<file path="src/rtl/ball_centroid.sv">
// HSV colour-window thresholding with per-frame centroid via shared 32-cycle divider.
// Optional BALL_BBOX_EN adds per-frame bounding-box outputs of matching pixels.
module ball_centroid #(
  parameter int unsigned HUE_LO     = 300,
  parameter int unsigned HUE_HI     = 50,
  parameter int unsigned SAT_MIN    = 16,
  parameter int unsigned VAL_MIN    = 10,
  parameter int unsigned VAL_MAX    = 26,
  parameter int unsigned MIN_PIXELS = 16
) (
  input  logic        clk,
  input  logic        res,
  input  logic        vsync,
  input  logic        line_end,
  input  logic        pix_valid,
  input  logic [8:0]  hue,
  input  logic [4:0]  saturation,
  input  logic [4:0]  value,
  input  logic        hue_invalid,
  output logic [9:0]  ball_x,
  output logic [8:0]  ball_y,
  output logic        ball_found,
  output logic [18:0] pix_count,
  output logic        result_valid,
  output logic        overrun
`ifdef BALL_BBOX_EN
  ,
  output logic [9:0]  bbox_xmin,
  output logic [9:0]  bbox_xmax,
  output logic [8:0]  bbox_ymin,
  output logic [8:0]  bbox_ymax
`endif
);

  localparam logic [8:0]  HUE_LO_C = 9'(HUE_LO);
  localparam logic [8:0]  HUE_HI_C = 9'(HUE_HI);
  localparam logic [4:0]  SAT_MIN_C = 5'(SAT_MIN);
  localparam logic [4:0]  VAL_MIN_C = 5'(VAL_MIN);
  localparam logic [4:0]  VAL_MAX_C = 5'(VAL_MAX);
  localparam logic [18:0] MIN_PIX_C = 19'(MIN_PIXELS);

  typedef enum logic [1:0] {IDLE, DIVX, DIVY, DONE} state_t;

  state_t       state_q, state_d;
  logic         vsync_prev_q, vsync_prev_d;
  logic [9:0]   x_cnt_q, x_cnt_d;
  logic [8:0]   y_cnt_q, y_cnt_d;
  logic [18:0]  cnt_q, cnt_d;
  logic [31:0]  sum_x_q, sum_x_d, sum_y_q, sum_y_d;
  logic [18:0]  snap_cnt_q, snap_cnt_d;
  logic [31:0]  snap_sum_y_q, snap_sum_y_d;
  logic [31:0]  div_q_q, div_q_d;
  logic [18:0]  div_r_q, div_r_d;
  logic [4:0]   div_cnt_q, div_cnt_d;
  logic [9:0]   quot_x_q, quot_x_d;
  logic [9:0]   ball_x_q, ball_x_d;
  logic [8:0]   ball_y_q, ball_y_d;
  logic         ball_found_q, ball_found_d;
  logic [18:0]  pix_count_q, pix_count_d;
  logic         result_valid_q, result_valid_d;
  logic         overrun_q, overrun_d;
`ifdef BALL_BBOX_EN
  logic [9:0]   xmin_q, xmin_d, xmax_q, xmax_d, snap_xmin_q, snap_xmin_d, snap_xmax_q, snap_xmax_d;
  logic [8:0]   ymin_q, ymin_d, ymax_q, ymax_d, snap_ymin_q, snap_ymin_d, snap_ymax_q, snap_ymax_d;
  logic [9:0]   bbox_xmin_q, bbox_xmin_d, bbox_xmax_q, bbox_xmax_d;
  logic [8:0]   bbox_ymin_q, bbox_ymin_d, bbox_ymax_q, bbox_ymax_d;
`endif

  logic        frame_end, hue_ok, pix_match, div_ge, found;
  logic [19:0] r_sh;
  logic [31:0] div_q_next;
  logic [18:0] div_r_next;

  always_comb begin
    frame_end = vsync && !vsync_prev_q;
    if (HUE_LO_C <= HUE_HI_C) hue_ok = (hue >= HUE_LO_C) && (hue <= HUE_HI_C);
    else                      hue_ok = (hue >= HUE_LO_C) || (hue <= HUE_HI_C);
    pix_match = pix_valid && !vsync && !hue_invalid && hue_ok &&
                (saturation >= SAT_MIN_C) && (value >= VAL_MIN_C) && (value <= VAL_MAX_C);

    // One restoring step; a zero divisor never produces a quotient bit.
    r_sh       = {div_r_q, div_q_q[31]};
    div_ge     = (snap_cnt_q != '0) && (r_sh >= {1'b0, snap_cnt_q});
    div_q_next = {div_q_q[30:0], div_ge};
    div_r_next = div_ge ? (r_sh[18:0] - snap_cnt_q) : r_sh[18:0];
    found      = (snap_cnt_q >= MIN_PIX_C) && (snap_cnt_q != '0);

    state_d        = state_q;
    vsync_prev_d   = vsync;
    x_cnt_d        = x_cnt_q;
    y_cnt_d        = y_cnt_q;
    cnt_d          = cnt_q;
    sum_x_d        = sum_x_q;
    sum_y_d        = sum_y_q;
    snap_cnt_d     = snap_cnt_q;
    snap_sum_y_d   = snap_sum_y_q;
    div_q_d        = div_q_q;
    div_r_d        = div_r_q;
    div_cnt_d      = div_cnt_q;
    quot_x_d       = quot_x_q;
    ball_x_d       = ball_x_q;
    ball_y_d       = ball_y_q;
    ball_found_d   = ball_found_q;
    pix_count_d    = pix_count_q;
    result_valid_d = 1'b0;
    overrun_d      = overrun_q;
`ifdef BALL_BBOX_EN
    xmin_d = xmin_q; xmax_d = xmax_q; ymin_d = ymin_q; ymax_d = ymax_q;
    snap_xmin_d = snap_xmin_q; snap_xmax_d = snap_xmax_q;
    snap_ymin_d = snap_ymin_q; snap_ymax_d = snap_ymax_q;
    bbox_xmin_d = bbox_xmin_q; bbox_xmax_d = bbox_xmax_q;
    bbox_ymin_d = bbox_ymin_q; bbox_ymax_d = bbox_ymax_q;
`endif

    if (!vsync) begin
      if (pix_match) begin
        if (cnt_q != '1) cnt_d = cnt_q + 19'd1;
        sum_x_d = sum_x_q + 32'(x_cnt_q);
        sum_y_d = sum_y_q + 32'(y_cnt_q);
`ifdef BALL_BBOX_EN
        if (x_cnt_q < xmin_q) xmin_d = x_cnt_q;
        if (x_cnt_q > xmax_q) xmax_d = x_cnt_q;
        if (y_cnt_q < ymin_q) ymin_d = y_cnt_q;
        if (y_cnt_q > ymax_q) ymax_d = y_cnt_q;
`endif
      end
      if (line_end) begin
        x_cnt_d = '0;
        if (y_cnt_q != '1) y_cnt_d = y_cnt_q + 9'd1;
      end else if (pix_valid && x_cnt_q != '1) begin
        x_cnt_d = x_cnt_q + 10'd1;
      end
    end

    if (frame_end) begin
      x_cnt_d = '0;
      y_cnt_d = '0;
      cnt_d   = '0;
      sum_x_d = '0;
      sum_y_d = '0;
`ifdef BALL_BBOX_EN
      xmin_d = '1; xmax_d = '0; ymin_d = '1; ymax_d = '0;
`endif
      if (state_q != IDLE) overrun_d = 1'b1;
    end

    case (state_q)
      IDLE: if (frame_end) begin
        snap_cnt_d   = cnt_q;
        snap_sum_y_d = sum_y_q;
        div_q_d      = sum_x_q;
        div_r_d      = '0;
        div_cnt_d    = '0;
        state_d      = DIVX;
`ifdef BALL_BBOX_EN
        snap_xmin_d = xmin_q; snap_xmax_d = xmax_q;
        snap_ymin_d = ymin_q; snap_ymax_d = ymax_q;
`endif
      end
      DIVX: begin
        div_q_d   = div_q_next;
        div_r_d   = div_r_next;
        div_cnt_d = div_cnt_q + 5'd1;
        if (div_cnt_q == 5'd31) begin
          quot_x_d = div_q_next[9:0];
          div_q_d  = snap_sum_y_q;
          div_r_d  = '0;
          state_d  = DIVY;
        end
      end
      DIVY: begin
        div_q_d   = div_q_next;
        div_r_d   = div_r_next;
        div_cnt_d = div_cnt_q + 5'd1;
        if (div_cnt_q == 5'd31) state_d = DONE;
      end
      DONE: begin
        ball_found_d   = found;
        pix_count_d    = snap_cnt_q;
        result_valid_d = 1'b1;
        state_d        = IDLE;
        if (found) begin
          ball_x_d = quot_x_q;
          ball_y_d = div_q_q[8:0];
`ifdef BALL_BBOX_EN
          bbox_xmin_d = snap_xmin_q; bbox_xmax_d = snap_xmax_q;
          bbox_ymin_d = snap_ymin_q; bbox_ymax_d = snap_ymax_q;
`endif
        end
      end
      default: state_d = IDLE;
    endcase
  end

  always_ff @(posedge clk or posedge res) begin
    if (res) begin
      state_q        <= IDLE;
      vsync_prev_q   <= 1'b1;
      x_cnt_q        <= '0;
      y_cnt_q        <= '0;
      cnt_q          <= '0;
      sum_x_q        <= '0;
      sum_y_q        <= '0;
      snap_cnt_q     <= '0;
      snap_sum_y_q   <= '0;
      div_q_q        <= '0;
      div_r_q        <= '0;
      div_cnt_q      <= '0;
      quot_x_q       <= '0;
      ball_x_q       <= '0;
      ball_y_q       <= '0;
      ball_found_q   <= 1'b0;
      pix_count_q    <= '0;
      result_valid_q <= 1'b0;
      overrun_q      <= 1'b0;
`ifdef BALL_BBOX_EN
      xmin_q <= '1; xmax_q <= '0; ymin_q <= '1; ymax_q <= '0;
      snap_xmin_q <= '0; snap_xmax_q <= '0; snap_ymin_q <= '0; snap_ymax_q <= '0;
      bbox_xmin_q <= '0; bbox_xmax_q <= '0; bbox_ymin_q <= '0; bbox_ymax_q <= '0;
`endif
    end else begin
      state_q        <= state_d;
      vsync_prev_q   <= vsync_prev_d;
      x_cnt_q        <= x_cnt_d;
      y_cnt_q        <= y_cnt_d;
      cnt_q          <= cnt_d;
      sum_x_q        <= sum_x_d;
      sum_y_q        <= sum_y_d;
      snap_cnt_q     <= snap_cnt_d;
      snap_sum_y_q   <= snap_sum_y_d;
      div_q_q        <= div_q_d;
      div_r_q        <= div_r_d;
      div_cnt_q      <= div_cnt_d;
      quot_x_q       <= quot_x_d;
      ball_x_q       <= ball_x_d;
      ball_y_q       <= ball_y_d;
      ball_found_q   <= ball_found_d;
      pix_count_q    <= pix_count_d;
      result_valid_q <= result_valid_d;
      overrun_q      <= overrun_d;
`ifdef BALL_BBOX_EN
      xmin_q <= xmin_d; xmax_q <= xmax_d; ymin_q <= ymin_d; ymax_q <= ymax_d;
      snap_xmin_q <= snap_xmin_d; snap_xmax_q <= snap_xmax_d;
      snap_ymin_q <= snap_ymin_d; snap_ymax_q <= snap_ymax_d;
      bbox_xmin_q <= bbox_xmin_d; bbox_xmax_q <= bbox_xmax_d;
      bbox_ymin_q <= bbox_ymin_d; bbox_ymax_q <= bbox_ymax_d;
`endif
    end
  end

  assign ball_x       = ball_x_q;
  assign ball_y       = ball_y_q;
  assign ball_found   = ball_found_q;
  assign pix_count    = pix_count_q;
  assign result_valid = result_valid_q;
  assign overrun      = overrun_q;
`ifdef BALL_BBOX_EN
  assign bbox_xmin = bbox_xmin_q;
  assign bbox_xmax = bbox_xmax_q;
  assign bbox_ymin = bbox_ymin_q;
  assign bbox_ymax = bbox_ymax_q;
`endif

endmodule
</file>
<file path="config.mk">
export PLATFORM = sky130hd
export DESIGN_NAME = ball_centroid
export DESIGN_NICKNAME = d
export VERILOG_FILES = /design/src/rtl/ball_centroid.sv
export SDC_FILE = /design/constraint.sdc
export NUM_CORES = 1
export LEC_CHECK = 0
export CAP_MARGIN = 20
export CORE_UTILIZATION = 63
export CTS_BUF_LIST = sky130_fd_sc_hd__clkbuf_8
export CTS_CLUSTER_SIZE = 24
export DETAILED_ROUTE_END_ITERATION = 10
export PLACE_DENSITY = 0.83
export SLEW_MARGIN = 10
export SYNTH_ARGS = -nofsm -noshare
export SYNTH_HDL_FRONTEND = slang
export SYNTH_SLANG_ARGS = --single-unit
</file>
<file path="constraint.sdc">
create_clock -name clk -period 13.4 [get_ports clk]
set_input_delay 4.02 -clock clk [delete_from_list [all_inputs] [get_ports clk]]
set_output_delay 4.02 -clock clk [all_outputs]
set_load 0.03 [all_outputs]
</file>
==> results.tsv, run 1 <==
stage	metric	value	unit
clocking	postCtsSetupRepairBufs	0	
drt	drc	0	
power_and_ir_drop	seq_power_share	0.406	
setup_path	crit_arrival	6.82	ns
drt	drt-total-wl	30440	um
setup_path	crit_path_end_kind	flip-flop	
floorplan	die_width	148.5	um
synth	async_flop_share	1.000	
sta	rsz0062_at_grt	false	
drt	first_pass_iters	5	
drt	via_per_inst	6.038	
finish	final_nets	1485	
finish	area_delta_synth_final	12.90	%
power_and_ir_drop	cellLeakagePower	7.216	nW
placed_design	dp_slack	6.286	ns
drt	drt-initial-drc-count	825	
sta	hold_viol	0	
drt	m1WireLength	13440	um
floorplan	fp.coreArea	0.02102	mm^2
flow_run	drv_cap	0	
clocking	cts_root_buf	clkbuf_8	
finish	seqCellArea	0.006583	mm^2
finish	n_antenna_cell	0	
power_and_ir_drop	switchingPower	0.7649	mW
synth	synth_flop_cell	dfrtp_1	
sta	layout_setup_ws	7.002	ns
drt	drtAntennaViolNets	0	
setup_path	start_kind	input pin	
drt	dr_wl_met3	1747	um
finish	fin_area	0.01526	mm^2
finish	fillers	1498	
placed_design	place_area	0.01431	mm^2
power_and_ir_drop	switching_share	0.3426	
sta	post-route-period-util	0.4775	
power_and_ir_drop	p_clk_frac	0.321	
power_and_ir_drop	internal_power	1.468	mW
setup_path	critical_path_buf_inv_count	4	
status	status	completed	
finish	multi_input_area	0.006507	mm^2
sta	setup_viol	0	
grt	overflow	0	
sta	fmax	156.3	MHz
floorplan	io_pins	66	
finish	final_core_util	0.7260	
hold_path	hold_end	quot_x_q[6]$_DFFE_PP0P_	
clocking	cts_buffers	45	
floorplan	core.rowCount	53	
grt	grt_pass1_vias	10350	
sta	period_needed	6.398	ns
clocking	holdBufCountCts	0	
drt	wl_met2	14400	um
floorplan	start_util	0.6431	
clocking	clkTransAtPathRegs	0.06	ns
synth	synth_area	0.01352	mm^2
setup_path	path_delay_family	buffers and inverters	
grt	grt_max_degree	120	
synth	synth-warning-count	0	
clocking	cts_resized	0	
sta	skew	0.02586	ns
setup_path	rr_endpoint	div_r_q[13]$_DFFE_PP0P_	
setup_path	cp.required	13.82	ns
setup_path	path_common_cell	buf_4	
synth	synth_edf_count	0	
power_and_ir_drop	powerDensity	146.3	mW/mm^2
synth	syn-num-nets	1428	
sta	worstMarginPinSlew	1.002	ns
setup_path	crit_chain	clkdlybuf4s50_1 > inv_1 > nor2_4 > buf_4 > nand2_2 > buf_4 > mux2_2	
sta	slew_headroom	0.3318	
clocking	htree_levels	2	
clocking	cts.sinks	263	
grt	grt_usage	0.2897	
setup_path	critPathMaxFanout	74	
power_and_ir_drop	combPwrFrac	0.273	
sta	timing.final.max_slew_violations	0	
placed_design	portBuffers	61	
floorplan	dieHeight	148.5	um
drt	num_vias	10360	
clocking	clockBufferDepth	3	
synth	synth.distinct_cells	70	
clocking	cts_tree	built	
floorplan	die_area	0.02205	mm^2
power_and_ir_drop	max-vdd-ir-drop	158.6	uV
finish	drive_gt1_frac	0.1360	
placed_design	gp_congestion	0.8878	
setup_path	r2r-start	snap_cnt_q[0]$_DFFE_PP0P_	
synth	syn_avg_cell_area	10.01	um^2
setup_path	path_class	in2reg	
drt	wire_per_inst	17.74	um
clocking	clk_latency	0.56	ns
setup_path	slowest_delay	0.67	ns
setup_path	rr_worst_depth	11	
grt	grt_pass1_wl	51100	um
synth	syn_inst	1351	
setup_path	crit_slowest_cell	clkdlybuf4s50_1	
setup_path	rrSetupSlack	9.79	ns
synth	ys_seq_area_frac	0.4869	
sta	fin_tns_setup	0	ns
placed_design	dpl.hpwl	19950	um
drt	top_layer_used	met4	
grt	antenna_found_initial	0	
hold_path	hp-start	quot_x_q[6]$_DFFE_PP0P_	
synth	ys_ff_latch	263	
hold_path	min_path_type	reg2reg	
hold_path	hold_depth	2	
==> worst min-delay path, cell delays in order, from the launching register on <==
cell     delay, ns
dfrtp_1       0.33
nand2_1       0.05
nand2_1       0.05
==> sequential cells by signal, summed over array words and instances, names as in the netlist <==
| register | count |
|---|---|
| quot_x_q | 10 |
| snap_cnt_q | 19 |
| ball_found | 1 |
| ball_x | 10 |
| vsync_prev_q | 1 |
| x_cnt_q | 10 |
| cnt_q | 19 |
| ball_y | 9 |
| div_cnt_q | 5 |
| result_valid | 1 |
| div_r_q | 19 |
| overrun | 1 |
| y_cnt_q | 9 |
| pix_count | 19 |
| sum_x_q | 32 |
| snap_sum_y_q | 32 |
| div_q_q | 32 |
| state_q | 2 |
| sum_y_q | 32 |
==> routing by layer <==
metal	vias to the layer above	track usage
met2	339	0.4624
met5	-	0
li1	4864	-
met4	0	0.1077
met1	5095	0.3979
met3	64	0.05031
==> area by class of cell <==
| class | instances | share of cell area |
|---|---|---|
| clock buffers | 60 | 0.05411 |
| clock inverters | 20 | 0.005657 |
| inverters | 44 | 0.01131 |
| multi-input cells | 979 | 0.4264 |
| flip-flops and latches | 263 | 0.4313 |
| well taps | 275 | 0.02254 |
| repair buffers | 75 | 0.04870 |
==> worst max path at each step <==
| stage | start | endpoint | slack, ns | depth (start not counted) |
|---|---|---|---|---|
| after floorplan | res | ball_found$_DFFE_PP0P_ | 2.14 | 1 |
| after global placement | hue[3] | sum_x_q[22]$_DFFE_PP0P_ | 6.33 | 9 |
| after detailed placement | hue[3] | sum_x_q[30]$_DFFE_PP0P_ | 6.29 | 9 |
| after CTS | hue[3] | sum_x_q[20]$_DFFE_PP0P_ | 6.85 | 9 |
| after global routing | vsync | snap_cnt_q[1]$_DFFE_PP0P_ | 6.87 | 7 |
| final | vsync | snap_cnt_q[12]$_DFFE_PP0P_ | 7.00 | 7 |
==> power by group through the flow <==
stage | logic, mW | clock network (mW) | registers (mW)
4_1_cts | 0.601 | 0.731 | 0.906
5_1_grt | 0.688 | 0.767 | 0.914
3_5_place_dp | 0.595 | 0 | 0.919
3_3_place_gp | 0.571 | 0 | 0.915
2_1_floorplan | 0.461 | 0 | 0.908
6_report | 0.609 | 0.717 | 0.907
==> stage by stage <==
| stage | cells | total power [mW] | hold slack [ns] |
|---|---|---|---|
| 6_report | 1716 | 2.233 | 0.4655 |
| 4_1_cts | 1714 | 2.238 | 0.4722 |
| 5_1_grt | 1716 | 2.369 | 0.5007 |
| 3_5_place_dp | 1634 | 1.514 | 0.4577 |
| 3_3_place_gp | 1634 | 1.486 | 0.4578 |
| 2_1_floorplan | 1351 | 1.368 | 0.4402 |
==> cell families (layout without fill, tap and decap cells) <==
logic type | Yosys count | in the layout | share of synthesized area
simple gates | 451 | 451 | 0.1544
compound gates | 283 | 283 | 0.1338
flops | 263 | 263 | 0.4869
buf+inv | 109 | 199 | 0.03277
mux | 98 | 98 | 0.08071
xor+xnor | 95 | 95 | 0.06155
fa+ha+maj | 52 | 52 | 0.04980
==> Yosys cell counts (all sizes together) (41+ instances only) <==
cell,number,area share
a21oi,46,0.019
xor2,54,0.035
nand2,173,0.048
ha,49,0.045
dfrtp,262,0.49
clkbuf,49,0.014
nand3,50,0.019
o21ai,130,0.049
inv,44,0.012
mux2,88,0.073
nor2,108,0.030
xnor2,41,0.027
==> placed cells by master (no fill, tap or decap), drive strengths merged, types with 6 or more instances in the layout <==
cell           instances
and3                  22
nor3                  20
nand2                173
and2                   7
clkdlybuf4s50         61
and4                   6
xor2                  54
a211oi                 7
mux2                  88
nor4                  15
o21bai                 6
a21oi                 46
dfrtp                262
a21o                  10
o21ai                130
clkbuf                60
nor2                 108
buf                   14
o211ai                10
nand3                 50
mux2i                 10
ha                    49
nand4                 19
xnor2                 41
a22oi                 33
inv                   59
nor2b                  8
nand2b                 6
No activity file was read; power rests on OpenSTA's default activity.
==> run 2: changes to the inputs <==
clock period = 6.02 ns   (was 13.4 ns; I/O delays follow)
==> run 2 against run 1 <==
Against the previous run: setup slack got worse by 5.1 ns; sequential power rose by 120%; critical path depth rose by 1; via count fell by 1.1%.
==> results.tsv, run 2 (synthesized netlist as in run 1, its figures left out) <==
stage	metric	value	unit	change
status	status	completed		
floorplan	start_util	0.6431		unchanged
hold_path	min_path_type	reg2reg		
grt	antenna_found_initial	0		unchanged
placed_design	portBuffers	61		unchanged
grt	grt_usage	0.2833		-0.006432
power_and_ir_drop	cellLeakagePower	7.169	nW	-0.64%
grt	grt_max_degree	193		+61%
finish	fillers	1461		-2.5%
clocking	postCtsSetupRepairBufs	0		unchanged
finish	stdcell_count	1712		-0.23%
finish	area_delta_synth_final	12.47	%	
sta	fmax	245.2	MHz	
setup_path	cp.required	6.44	ns	-7.38 ns
sta	setup_viol	0		unchanged
finish	drive_gt1_frac	0.1357		-0.0003173
finish	final_nets	1485		unchanged
drt	via_per_inst	5.985		-0.88%
setup_path	path_class	in2reg		
clocking	htree_levels	2		unchanged
floorplan	dieHeight	148.5	um	unchanged
drt	drt-initial-drc-count	684		-17%
floorplan	die_area	0.02205	mm^2	unchanged
sta	hold_viol	0		unchanged
clocking	cts_buffers	44		-2.2%
sta	slew_headroom	0.3010		-0.03080
setup_path	crit_arrival	4.50	ns	-2.32 ns
drt	num_vias	10250		-1.1%
sta	skew	0.03163	ns	+0.005772 ns
clocking	clkTransAtPathRegs	0.06	ns	about the same
sta	rsz0062_at_grt	false		
clocking	cts_tree	built		
placed_design	gp_congestion	0.8890		+0.14%
finish	fin_area	0.01520	mm^2	-0.39%
setup_path	critPathMaxFanout	20		-73%
clocking	clk_latency	0.58	ns	+0.02 ns
setup_path	crit_path_end_kind	flip-flop		
clocking	holdBufCountCts	0		unchanged
grt	grt_pass1_vias	10070		-2.7%
clocking	cts_root_buf	clkbuf_8		
floorplan	core.rowCount	53		unchanged
clocking	cts.sinks	263		unchanged
power_and_ir_drop	powerDensity	323.5	mW/mm^2	+120%
placed_design	dpl.hpwl	19830	um	-0.62%
clocking	clockBufferDepth	3		unchanged
drt	first_pass_iters	5		unchanged
setup_path	start_kind	input pin		
placed_design	dp.cells	1637		+0.18%
floorplan	die_width	148.5	um	unchanged
sta	worstMarginPinSlew	1.048	ns	+0.04620 ns
grt	grt_pass1_wl	49830	um	-2.5%
drt	drtAntennaViolNets	0		unchanged
sta	period_needed	4.078	ns	
sta	post-route-period-util	0.6773		
grt	overflow	0		unchanged
floorplan	io_pins	66		unchanged
power_and_ir_drop	p_total	4.918	mW	+120%
drt	wire_per_inst	17.44	um	-1.7%
finish	multi_input_area	0.006507	mm^2	unchanged
finish	mostFrequentLayoutCell	dfrtp_1		
drt	drt-total-wl	29850	um	-1.9%
sta	timing.final.max_slew_violations	0		unchanged
power_and_ir_drop	max-vdd-ir-drop	190.0	uV	+20%
drt	drc	0		unchanged
finish	layout_common_cells	dfrtp_1, nand2_1, o21ai_0		
finish	seqCellArea	0.006583	mm^2	unchanged
finish	n_antenna_cell	0		unchanged
sta	fin_tns_setup	0	ns	unchanged
placed_design	place_area	0.01434	mm^2	+0.22%
floorplan	fp.coreArea	0.02102	mm^2	unchanged
clocking	cts_resized	0		unchanged
flow_run	drv_cap	0		unchanged
==> run 2: changes by cell type in the layout (fill, tap and decap cells not counted) <==
cell,before,now
buf_12,0,1
inv_1,57,54
buf_4,12,14
buf_8,1,0
clkinvlp_4,0,2
clkbuf_8,60,56
buf_16,1,0
==> run 2: through the flow <==
step | hold WS (ns) | util | worst slack, ns
finish | 0.4751 | 0.7232 | 1.942
global route | 0.5055 | 0.7232 | 1.780
CTS | 0.4753 | 0.7232 | 1.959
detailed placement | 0.4602 | 0.6821 | 1.407
global placement | 0.4566 | 0.6821 | 1.447
floorplan | 0.4402 | - | 0.7453
==> run 2: power breakdown <==
group	internal (mW)	switching, mW	leakage [nW]	total [mW]
Clock	0.836	0.718	0.492	1.55
Combinational	0.477	0.869	3.06	1.35
Sequential	1.91	0.109	3.62	2.02
==> run 2: final cells by class <==
type | instances | share of cell area
clock inverter | 19 | 0.006172
tap | 275 | 0.02263
timing repair buffer | 76 | 0.04839
inverter | 44 | 0.01111
clock buffer | 56 | 0.05070
sequential | 263 | 0.4330
multi-input combinational | 979 | 0.4280
==> run 2: critical path, stage by stage <==
cell	delay, ns
clkdlybuf4s50_1	0.61
or4_4	0.66
nor2_1	0.12
buf_4	0.30
o2111ai_2	0.29
nor4_1	0.43
xnor2_1	0.19
nor2_1	0.06
==> run 2: worst paths after layout <==
check,from,endpoint,slack [ns],cells after the start
min in group asynchronous,res,snap_cnt_q[14]$_DFFE_PP0P_,1.85,3
max in group asynchronous,res,ball_x[2]$_DFFE_PP0P_,3.39,3
worst min-delay path,quot_x_q[2]$_DFFE_PP0P_,quot_x_q[2]$_DFFE_PP0P_,0.48,2
worst min register to register,quot_x_q[2]$_DFFE_PP0P_,quot_x_q[2]$_DFFE_PP0P_,0.48,2
worst max-delay path,vsync,sum_y_q[26]$_DFFE_PP0P_,1.94,8
worst max register to register,div_q_q[31]$_DFFE_PP0P_,div_q_q[0]$_DFFE_PP0P_,2.50,12
==> run 2: layer usage <==
metal,part of all wire,up-vias,wire length (um),global-route usage
met5,0,-,0,0
met4,0.024,0,705,0.1072
met3,0.053,55,1580,0.03926
met2,0.48,299,14320,0.4600
met1,0.44,5020,13250,0.3878
li1,-,4873,-,-
